[src/rtl/alu_sequencer_pkg.sv]
// Shared opcode, state and control-bundle definitions for the ALU sequencer.
package alu_sequencer_pkg;

  localparam int unsigned OPCODE_W = 3;

  // Baby opcodes
  typedef enum logic [OPCODE_W-1:0] {
    OP_JMP  = 3'd0,
    OP_JRP  = 3'd1,
    OP_LDN  = 3'd2,
    OP_STO  = 3'd3,
    OP_SUB4 = 3'd4,
    OP_SUB5 = 3'd5,
    OP_CMP  = 3'd6,
    OP_STP  = 3'd7
  } opcode_e;

  // Sequencer states; encoding 3'd7 is unused and decodes to IDLE
  typedef enum logic [2:0] {
    S_IDLE  = 3'd0,
    S_SETUP = 3'd1,
    S_LATCH = 3'd2,
    S_HOLD  = 3'd3,
    S_DRIVE = 3'd4,
    S_WB    = 3'd5,
    S_FIN   = 3'd6
  } state_e;

  // Registered control outputs driven towards the ALU and the accumulator
  typedef struct packed {
    logic busy;
    logic done;
    logic skip;
    logic stop;
    logic sub;
    logic a_zero;
    logic le;
    logic oe_n;
    logic acc_le;
  } ctl_t;

  localparam ctl_t CTL_RESET = '{
    busy: 1'b0, done: 1'b0, skip: 1'b0, stop: 1'b0, sub: 1'b0,
    a_zero: 1'b0, le: 1'b0, oe_n: 1'b1, acc_le: 1'b0
  };

  // Opcodes that go through the ALU (LDN and both SUB encodings)
  function automatic logic is_alu_op(input logic [OPCODE_W-1:0] op);
    return (op == OP_LDN) || (op == OP_SUB4) || (op == OP_SUB5);
  endfunction

endpackage

[src/rtl/alu_sequencer_phase_counter.sv]
// Loadable down-counter that stops at 1 and flags the terminal count.
module phase_counter #(
  parameter int unsigned WIDTH = 3
) (
  input  logic             clk_i,
  input  logic             rst_ni,
  input  logic             load_i,
  input  logic [WIDTH-1:0] load_val_i,
  output logic             tc_o
);

  logic [WIDTH-1:0] count_q;
  logic             tc_q;

  // Reload on state entry, otherwise count down to 1; terminal count is registered
  always_ff @(posedge clk_i) begin
    if (!rst_ni) begin
      count_q <= '0;
      tc_q    <= 1'b1;
    end else if (load_i) begin
      count_q <= load_val_i;
      tc_q    <= (load_val_i <= WIDTH'(1));
    end else if (count_q > WIDTH'(1)) begin
      count_q <= count_q - WIDTH'(1);
      tc_q    <= (count_q <= WIDTH'(2));
    end
  end

  assign tc_o = tc_q;

endmodule

[src/rtl/alu_sequencer.sv]
// Control-timing stage ahead of the ALU: sequences SUB/LE/OE_n/ACC_LE for LDN
// and SUB, and resolves CMP and STP locally.
module alu_sequencer
  import alu_sequencer_pkg::*;
#(
  parameter int unsigned SETTLE_CYCLES = 4,
  parameter int unsigned LATCH_CYCLES  = 2
) (
  input  logic                CLK,
  input  logic                RST_n,
  input  logic                START,
  input  logic [OPCODE_W-1:0] OPCODE,
  input  logic                ACC_SIGN,
  output logic                BUSY,
  output logic                DONE,
  output logic                SKIP,
  output logic                STOP,
  output logic                SUB,
  output logic                A_ZERO,
  output logic                LE,
  output logic                OE_n,
  output logic                ACC_LE
);

  localparam int unsigned MAX_CYC = (SETTLE_CYCLES > LATCH_CYCLES) ? SETTLE_CYCLES : LATCH_CYCLES;
  localparam int unsigned CNT_W   = $clog2(MAX_CYC + 1);

  state_e           state_q, state_d;
  logic             ldn_q, ldn_d;
  ctl_t             ctl_q, ctl_d;
  logic             accept;
  logic             cnt_load;
  logic [CNT_W-1:0] cnt_val;
  logic             cnt_tc;

  assign accept = (state_q == S_IDLE) && START && !ctl_q.stop;

  phase_counter #(
    .WIDTH (CNT_W)
  ) u_phase_counter (
    .clk_i      (CLK),
    .rst_ni     (RST_n),
    .load_i     (cnt_load),
    .load_val_i (cnt_val),
    .tc_o       (cnt_tc)
  );

  // State, operand-select and output registers
  always_ff @(posedge CLK) begin
    if (!RST_n) begin
      state_q <= S_IDLE;
      ldn_q   <= 1'b0;
      ctl_q   <= CTL_RESET;
    end else begin
      state_q <= state_d;
      ldn_q   <= ldn_d;
      ctl_q   <= ctl_d;
    end
  end

  // Next-state and phase-counter reload on each state entry
  always_comb begin
    state_d  = state_q;
    ldn_d    = ldn_q;
    cnt_load = 1'b0;
    cnt_val  = '0;
    unique case (state_q)
      S_IDLE: begin
        if (accept) begin
          ldn_d    = (OPCODE == OP_LDN);
          cnt_load = 1'b1;
          if (is_alu_op(OPCODE)) begin
            state_d = S_SETUP;
            cnt_val = CNT_W'(SETTLE_CYCLES);
          end else begin
            state_d = S_FIN;
            cnt_val = CNT_W'(1);
          end
        end
      end
      S_SETUP: begin
        if (cnt_tc) begin
          state_d  = S_LATCH;
          cnt_load = 1'b1;
          cnt_val  = CNT_W'(LATCH_CYCLES);
        end
      end
      S_LATCH: begin
        if (cnt_tc) begin
          state_d  = S_HOLD;
          cnt_load = 1'b1;
          cnt_val  = CNT_W'(1);
        end
      end
      S_HOLD: begin
        state_d  = S_DRIVE;
        cnt_load = 1'b1;
        cnt_val  = CNT_W'(SETTLE_CYCLES);
      end
      S_DRIVE: begin
        if (cnt_tc) begin
          state_d  = S_WB;
          cnt_load = 1'b1;
          cnt_val  = CNT_W'(1);
        end
      end
      S_WB: begin
        state_d  = S_FIN;
        cnt_load = 1'b1;
        cnt_val  = CNT_W'(1);
      end
      S_FIN: begin
        state_d = S_IDLE;
      end
      default: begin
        state_d = S_IDLE;
        ldn_d   = 1'b0;
      end
    endcase
  end

  // Output decode from the next state so every control is registered with it
  always_comb begin
    ctl_d      = CTL_RESET;
    ctl_d.stop = ctl_q.stop | (accept && (OPCODE == OP_STP));
    unique case (state_d)
      S_SETUP, S_HOLD: begin
        ctl_d.busy   = 1'b1;
        ctl_d.sub    = 1'b1;
        ctl_d.a_zero = ldn_d;
      end
      S_LATCH: begin
        ctl_d.busy   = 1'b1;
        ctl_d.sub    = 1'b1;
        ctl_d.a_zero = ldn_d;
        ctl_d.le     = 1'b1;
      end
      S_DRIVE: begin
        ctl_d.busy   = 1'b1;
        ctl_d.sub    = 1'b1;
        ctl_d.a_zero = ldn_d;
        ctl_d.oe_n   = 1'b0;
      end
      S_WB: begin
        ctl_d.busy   = 1'b1;
        ctl_d.sub    = 1'b1;
        ctl_d.a_zero = ldn_d;
        ctl_d.oe_n   = 1'b0;
        ctl_d.acc_le = 1'b1;
      end
      S_FIN: begin
        ctl_d.busy = 1'b1;
        ctl_d.done = 1'b1;
        ctl_d.skip = accept && (OPCODE == OP_CMP) && ACC_SIGN;
      end
      default: ;
    endcase
  end

  assign BUSY   = ctl_q.busy;
  assign DONE   = ctl_q.done;
  assign SKIP   = ctl_q.skip;
  assign STOP   = ctl_q.stop;
  assign SUB    = ctl_q.sub;
  assign A_ZERO = ctl_q.a_zero;
  assign LE     = ctl_q.le;
  assign OE_n   = ctl_q.oe_n;
  assign ACC_LE = ctl_q.acc_le;

endmodule

[config.mk]
export PLATFORM = sky130hd
export DESIGN_NAME = alu_sequencer
export DESIGN_NICKNAME = d
export VERILOG_FILES = /design/src/rtl/alu_sequencer_pkg.sv /design/src/rtl/alu_sequencer_phase_counter.sv /design/src/rtl/alu_sequencer.sv
export SDC_FILE = /design/constraint.sdc
export NUM_CORES = 1
export LEC_CHECK = 0
export ABC_CLOCK_PERIOD_IN_PS = 2100
export BUFFER_PORTS_ARGS = -buffer_cell sky130_fd_sc_hd__buf_2
export CAP_MARGIN = 20
export CORE_ASPECT_RATIO = 0.8
export CORE_MARGIN = 4
export CORE_UTILIZATION = 50
export DETAILED_ROUTE_END_ITERATION = 6
export GPL_TIMING_DRIVEN = 0
export PLACE_DENSITY = 0.74
export SYNTH_ARGS = -nofsm -noshare
export SYNTH_HDL_FRONTEND = slang
export SYNTH_SLANG_ARGS = --single-unit
[constraint.sdc]
create_clock -name CLK -period 2.1 [get_ports CLK]
set_input_delay 0.105 -clock CLK [delete_from_list [all_inputs] [get_ports CLK]]
set_output_delay 0.105 -clock CLK [all_outputs]
set_load 0.01 [all_outputs]
# Word-level counts from Yosys, hierarchy flattened
# Index checks and enable logic that the tools add are counted.
[totals]
ff_bits = 17
wordCells = 80
[op_classes]
n_addsub = 1
order_cmp = 3
n_eq_ne = 17
mux = 26
bitwise = 1
n_reduce_logical = 19
[op_table]
columns = ["op", "n"]
rows = [
  ["== test 3 bit (second input constant)", 10],
  ["2-to-1 mux 3 bit", 9],
  ["case mux 3 bit (6 select lines)", 1],
  ["== test 3 x 2 -> 1 bit (second input constant)", 5],
  ["case mux 3 bit (5 select lines)", 1],
  ["OR reduction 6 bit", 2],
  ["2-to-1 mux 1 bit", 10],
  ["== test 3 x 1 -> 1 bit (second input constant)", 2],
  ["2-to-1 mux 2 bit", 3],
  ["OR reduction 2 bit", 3],
  ["logical AND 1 bit", 5],
  ["OR reduction 5 bit", 1],
  ["AND reduction 2 bit", 2],
  ["> comparator 3 x 1 -> 1 bit (second input constant)", 1],
  ["less-or-equal comparator 3 x 1 -> 1 bit (second input constant)", 1],
  ["less-or-equal comparator 3 x 2 -> 1 bit (second input constant)", 1],
  ["zero test 3 bit", 1],
  ["case mux 1 bit (3 select lines)", 1],
  ["OR reduction 3 bit", 1],
  ["subtractor 3 x 1 -> 3 bit (second input constant)", 1],
  ["logical OR 1 bit", 2],
  ["case mux 1 bit (2 select lines)", 1],
  ["nonzero test 2 bit", 1],
  ["zero test 1 bit", 1],
  ["OR 1 bit", 1],
]

# Depth between registers and ports, before layout
# Gate-level depths: netlist of the first run.
[depth]
ltp_word = 9
mapped_depth = 6
mapped_depth_nobuf = 6

# Modules after synthesis
# A second synthesis of the first run with hierarchy kept.
[hier_totals]
hier_cells = 102
area_unflattened_um2 = 933.4
[by_module_without_submodules]
columns = ["mod", "instances", "cells_each", "area_per_inst_um2", "seq_area_each_um2"]
rows = [
  ["alu_sequencer", 1, 71, 648.1, 260.2],
  ["phase_counter", 1, 31, 285.3, 80.1],
]

# Worst setup path before layout of the first run
# OpenSTA, ideal clock, no wires.
[synth_timing]
path_kind = "reg-to-reg"
start = "register state_q[0]"
end = "register u_phase_counter.count_q[0]"
setup_ns = 0.086
t_arrival_ns = 1.478
path_slack_ns = 0.536
stages_incl_launch_ff = 5
period_less_slack_ns = 1.564
path_cell_list = "dfxtp_1 > or3b_4 > o41a_1 > o21a_1 > a221oi_2"
[synth_via]
elab_chain_len = 6
word_cells_on_any_way = 17
cone_classes = "eq/ne (5); mux (5); reduce/logical (7)"
[synth_rtl]
columns = ["element", "line_no", "source"]
rows = [
  ["from (decl)", "alu_sequencer.sv:28", "state_e state_q, state_d;"],
  ["from (signal assigned)", "alu_sequencer.sv:55", "state_q <= state_d;"],
  ["zero test 3 bit", "alu_sequencer.sv:36, alu_sequencer.sv:67", ""],
  ["logical AND 1 bit (2 in series)", "alu_sequencer.sv:36", "assign accept = (state_q == S_IDLE) && START && !ctl_q.stop;"],
  ["2-to-1 mux 3 bit or 2-to-1 mux 1 bit (tied branches)", "alu_sequencer.sv:69", "if (accept) begin"],
  ["case mux 3 bit (5 select lines) or case mux 1 bit (3 select lines) (tied branches)", "alu_sequencer.sv:67", "unique case (state_q)"],
  ["2-to-1 mux 3 bit or nonzero test 2 bit (tied branches)", "n/a", ""],
  ["to (signal assigned)", "alu_sequencer_phase_counter.sv:21", "count_q <= load_val_i;"],
  ["to (signal assigned)", "alu_sequencer_phase_counter.sv:24", "count_q <= count_q - WIDTH'(1);"],
  ["to (decl)", "alu_sequencer_phase_counter.sv:12", "logic [WIDTH-1:0] count_q;"],
]
# Parallel ways exist; a longest one is shown, timed or not.
# A chain may end at the register's enable or synchronous reset.

# Final worst setup path of the first run
# Ends and elaborated chain as after synthesis.

==> results of run 1 <==
==> placed cells by master, fill, tap and decap left out, types with 4 or more instances in the layout <==
cell / instances
buf_2: 17
nand2_1: 8
a21oi_1: 8
dfxtp_1: 17
nor2_1: 11
o21ai_0: 4
inv_1: 6
==> sequential cells by signal (all words and copies together) (netlist names) <==
| signal | cells |
|---|---|
| SUB | 1 |
| DONE | 1 |
| u_phase_counter.tc_o | 1 |
| ACC_LE | 1 |
| STOP | 1 |
| state_q | 3 |
| A_ZERO | 1 |
| u_phase_counter.count_q | 3 |
| OE_n | 1 |
| ldn_q | 1 |
| LE | 1 |
| SKIP | 1 |
| BUSY | 1 |
==> metal layers <==
layer	track usage [%]	vias to the layer above	share of wire, %
met5	0	-	0
met2	28.70	62	41
met1	24.59	433	45
met4	4.630	0	0.53
met3	6.593	3	14
li1	-	472	-
==> power by group through the flow <==
stage	Sequential (mW)	Clock (mW)	Combinational (mW)
global placement	0.502	0	0.803
global route	0.517	0.198	0.917
finish	0.505	0.176	0.832
CTS	0.501	0.188	0.814
floorplan	0.507	0	0.615
detailed placement	0.507	0	0.811
==> cells in the mapped netlist (2+ instances only) <==
cell	n	area [sq um]
a211oi_1	2	15.01
a21oi_1	8	40.04
a31oi_1	2	12.51
and2_1	2	12.51
buf_2	2	10.01
clkbuf_1	3	11.26
dfxtp_1	17	340.3
ha_1	3	37.54
inv_1	6	22.52
nand2_1	8	30.03
nand2b_1	2	12.51
nor2_1	11	41.29
nor2b_1	3	18.77
nor3_1	2	10.01
nor3b_1	2	15.01
o211a_1	2	20.02
o211ai_1	2	15.01
o21ai_0	4	20.02
o21bai_1	3	22.52
o31ai_1	2	15.01
==> cell type report <==
class	count	area, sq um
plain buffers	5	21.27
clock buffers	3	22.52
clock inverters	1	5.005
fillers	159	625.6
inverters	6	22.52
multi-input cells	86	584.3
flip-flops and latches	17	340.3
well taps	22	27.53
repair buffers	15	75.07
==> critical path, delay by kind of cell (launching register included) <==
kind	cells	cell delay (ns)
flip-flops	1	0.39
AND/OR/NAND/NOR	1	0.47
AO/OA/AOI/OAI	3	0.83
==> stage by stage <==
stage               cells  setup WS (ns)
finish                155         0.3287
global route          155         0.1697
CTS                   155         0.3417
detailed placement    151         0.3591
global placement      151         0.3871
floorplan             114         0.5359
==> logic make-up (layout without fill, tap and decap cells) <==
logic type	Yosys count	count (layout)	share of synthesized area [%]
buffers and inverters	11	30	4.522
AOI/OAI and AO/OA	41	41	31.78
DFF	17	17	35.14
and+or+nand+nor	42	42	24.68
adders and majority gates	3	3	3.876
==> how the worst min path moves through the flow <==
stage	end	depth (start not counted)
finish	OE_n$_SDFF_PN1_	2
global route	OE_n$_SDFF_PN1_	2
CTS	OE_n$_SDFF_PN1_	2
detailed placement	OE_n$_SDFF_PN1_	2
global placement	OE_n$_SDFF_PN1_	2
floorplan	OE_n$_SDFF_PN1_	1
==> results.json, run 1 <==
{
  "status": "finished, final reports clean",
  "cp.required_ns": 2.31,
  "dpl-instance-area_sq_um": 1071,
  "routed-via-count": 970,
  "critical_path_class": "reg2reg",
  "diodes": 0,
  "synth_cell_types": 48,
  "period_needed_ns": 1.771,
  "arrival_ns": 1.98,
  "regToRegSetupSlack_ns": 0.33,
  "core_sq_um": 1724,
  "tightest_slew_ns": 0.4314,
  "maxCapViolCount": 0,
  "io_pins": 16,
  "htreeDepth": 1,
  "ys_async_sr_fraction_pct": 0,
  "rsz0062_at_grt": "no",
  "slowest_stage": "or3b_4",
  "finalMaxSlewViolations": 0,
  "hold_ws_ns": 0.07806,
  "initial_utilization_pct": 56.17,
  "drc_errors": 0,
  "period_share_pct": 84.35,
  "first_pass_iters": 4,
  "cts_num_sinks": 17,
  "row_count": 13,
  "antenna_left": 0,
  "grt_antenna_before_repair": 0,
  "hold_viol": 0,
  "finalSetupTns_ns": 0,
  "die_area_sq_um": 2710,
  "cts_resized": 0,
  "wl_per_cell_um": 14.68,
  "swShare_pct": 44.45,
  "via_per_inst": 6.258,
  "hold_class": "in2reg",
  "grt_start_max_net_pins": 11,
  "synth_cells": 114,
  "grt_pass1_wl_um": 3795,
  "r2r-start": "state_q[0]$_SDFF_PN0_",
  "max-vdd-ir-drop_uv": 773.1,
  "fp.dieH_um": 47.37,
  "finClkSkew_ns": 0.008132,
  "grt_pass1_vias": 856,
  "syn_area_sq_um": 968.4,
  "synth-main-ff-cell": "dfxtp_1",
  "power_leakage_nw": 0.4714,
  "power_density_nw_per_um2": 1377,
  "r2r-end": "u_phase_counter.count_q[0]$_SDFFE_PN0P_",
  "yosys_register_bits": 17,
  "drt_iter0_markers": 52,
  "final_cell_area_sq_um": 1099,
  "synth_edf_count": 0,
  "seq_area_frac_synth_pct": 35.14,
  "critPathLaunch": "state_q[0]$_SDFF_PN0_",
  "clock-root-buffer": "clkbuf_4",
  "final_util_pct": 63.72,
  "cpPeakStageDelay_ns": 0.47,
  "avgSynthCellArea_sq_um": 8.495,
  "fmaxAchievable_ghz": 0.5646,
  "internal_power_uw": 840.5,
  "min_from": "RST_n",
  "die_w_um": 57.21,
  "drive_gt1_share_pct": 20.30,
  "syn2layout_area_growth_pct": 13.44,
  "power_frac_clock_pct": 11.6,
  "cp_max_fo": 7,
  "reg2reg_depth": 4,
  "cts_tree": "done",
  "syn_nets": 124,
  "io_buffers": 15,
  "end_kind": "flop",
  "crit_end": "u_phase_counter.count_q[0]$_SDFFE_PN0P_",
  "crit_chain": "or3b_4 > o41a_1 > o21a_1 > a221oi_2",
  "postCtsSetupRepairBufs": 0,
  "gp_congestion": 0.8891,
  "cts_buffers": 3,
  "slew_headroom_pct": 71.24,
  "clk_pin_slew_ns": 0.09,
  "cp-start-kind": "flop",
  "grt.overflow.total": 0,
  "setup_violations": 0,
  "pwr-share-comb_pct": 55.0,
  "hold_buffers": 0,
  "routed_wl_um": 2276,
  "yosys_warnings": 0,
  "p_sw_uw": 672.6,
  "total_power_mw": 1.513,
  "fin_nets": 144,
  "grt_usage_pct": 18.40,
  "clock_path_buffers": 2,
  "seqPwrFrac_pct": 33.4,
  "dp_hpwl_um": 1734,
  "worstSkewPairLatency_ns": 0.30
}
(Power assumes the default switching activity.)
==> run 2, diff against run 1 <==
--- a/config.mk
+++ b/config.mk
@@ -5,7 +5,7 @@
 export SDC_FILE = /design/constraint.sdc
 export NUM_CORES = 1
 export LEC_CHECK = 0
-export ABC_CLOCK_PERIOD_IN_PS = 2100
+export ABC_CLOCK_PERIOD_IN_PS = 1700
 export BUFFER_PORTS_ARGS = -buffer_cell sky130_fd_sc_hd__buf_2
 export CAP_MARGIN = 20
 export CORE_ASPECT_RATIO = 0.8
==> constraint.sdc (replaced) <==
create_clock -name CLK -period 1.7 [get_ports CLK]
set_input_delay 0.085 -clock CLK [delete_from_list [all_inputs] [get_ports CLK]]
set_output_delay 0.085 -clock CLK [all_outputs]
set_load 0.01 [all_outputs]
==> results.json, run 2 (synthesis results as in run 1) <==
{
  "setup_slack_ns": 0.01972,
  "slew_headroom_pct": 72.80,
  "htreeDepth": 1,
  "period_needed_ns": 1.680,
  "pre_cts_ws_ns": -0.04088,
  "maxCapViolCount": 0,
  "wl_per_cell_um": 15.78,
  "rsz0062_at_grt": "yes",
  "arrival_ns": 1.86,
  "hold_class": "in2reg",
  "row_count": 13,
  "drt_iter0_markers": 51,
  "diodes": 0,
  "critical_path_class": "reg2reg",
  "dp.cells": 151,
  "cp.required_ns": 1.88,
  "cp_max_fo": 9,
  "die_area_sq_um": 2710,
  "final_cell_area_sq_um": 1154,
  "core_sq_um": 1724,
  "worstSkewPairLatency_ns": 0.31,
  "period_share_pct": 98.84,
  "gp_congestion": 0.8891,
  "final_common_cell": "buf_2",
  "power_density_nw_per_um2": 1716,
  "fp.dieH_um": 47.37,
  "grt.overflow.total": 0,
  "grt_antenna_before_repair": 0,
  "clock_path_buffers": 2,
  "antenna_left": 0,
  "grt_start_max_net_pins": 11,
  "finClkSkew_ns": 0.01362,
  "hold_viol": 0,
  "power_leakage_nw": 0.4985,
  "syn2layout_area_growth_pct": 19.12,
  "first_pass_iters": 4,
  "reg2reg_depth": 5,
  "drc_errors": 0,
  "tightest_slew_ns": 0.4080,
  "routed-via-count": 1011,
  "grt_pass1_wl_um": 3850,
  "cts_buffers": 3,
  "via_per_inst": 6.399,
  "dp_hpwl_um": 1734,
  "reg_top3": "state_q x3, u_phase_counter.count_q x3",
  "io_buffers": 15,
  "setup_violations": 0,
  "fmaxAchievable_ghz": 0.5951,
  "clk_pin_slew_ns": 0.11,
  "finalMaxSlewViolations": 0,
  "cts_num_sinks": 17,
  "grt_usage_pct": 18.64,
  "final_cell_mix": "buf_2 (17), dfxtp_1 (15), nor2_1 (11), a21oi_1 (8), nand2_1 (8)",
  "cp-start-kind": "flop",
  "cts_tree": "done",
  "grt_pass1_vias": 869,
  "hold_buffers": 0,
  "routed_wl_um": 2493,
  "initial_utilization_pct": 56.17,
  "status": "finished, final reports clean",
  "clock-root-buffer": "clkbuf_4",
  "end_kind": "flop",
  "drive_gt1_share_pct": 26.47,
  "hold_ws_ns": 0.06175,
  "max-vdd-ir-drop_uv": 942.8,
  "fin_nets": 147,
  "min_path_cells": 2,
  "die_w_um": 57.21,
  "dpl-instance-area_sq_um": 1071,
  "io_pins": 16,
  "final_cells": 158
}
-- run 2: cell count changes in the layout (fill, tap and decap cells not counted), sizes merged --
cell and change:
buf +3
-- run 2: worst max-delay path, stage by stage (launching register included) --
cell and delay [ns]:
dfxtp_1 0.31, buf_2 0.17, or3_1 0.47, nor2_4 0.17
a21oi_1 0.09, a2111oi_1 0.35
-- run 2: area by class of cell --
| cell class | count | area (sq um) |
|---|---|---|
| sequential | 17 | 345.3 |
| buffer | 5 | 26.28 |
| multi-input combinational | 86 | 606.8 |
| clock buffer | 3 | 22.52 |
| fill | 146 | 570.5 |
| tap | 22 | 27.53 |
| clock inverter | 1 | 5.005 |
| inverter | 6 | 22.52 |
| timing repair buffer | 18 | 97.59 |
-- run 2: per-layer routing --
metal	routed length (um)	global-route usage, %	part of all wire [%]	up-vias
met3	314	6.593	13	5
met1	1079	24.26	43	462
met2	1075	30.07	43	71
met5	0	0	0	-
li1	-	-	-	473
met4	23	4.630	0.92	0
-- run 2: stage by stage --
step,total power [mW],utilization [%],setup TNS (ns)
floorplan,1.387,-,0
global placement,1.613,62.12,-0.02096
detailed placement,1.628,62.12,-0.05421
CTS,1.899,65.24,0
global route,2.126,66.91,-0.1059
finish,1.979,66.91,0
-- run 2: final timing paths --
kind | endpoint | slack (ns) | start
worst max-delay path | u_phase_counter.count_q[2]$_SDFFE_PN0P_ | 0.02 | state_q[2]$_SDFF_PN0_
worst min-delay path | OE_n$_SDFF_PN1_ | 0.06 | RST_n
worst max register to register | u_phase_counter.count_q[2]$_SDFFE_PN0P_ | 0.02 | state_q[2]$_SDFF_PN0_
worst min register to register | STOP$_SDFF_PN0_ | 0.57 | STOP$_SDFF_PN0_
-- run 2: report_power, final --
part	internal, mW	switching (mW)
Clock	0.0878	0.137
Sequential	0.529	0.105
Combinational	0.481	0.639
-- run 2: timing repair --
action | CTS | global route
setup buffers | 2 | 1
pin swaps | 2 | 6
resized for setup | 5 | 7
setup endpoints to repair | 3 | 8
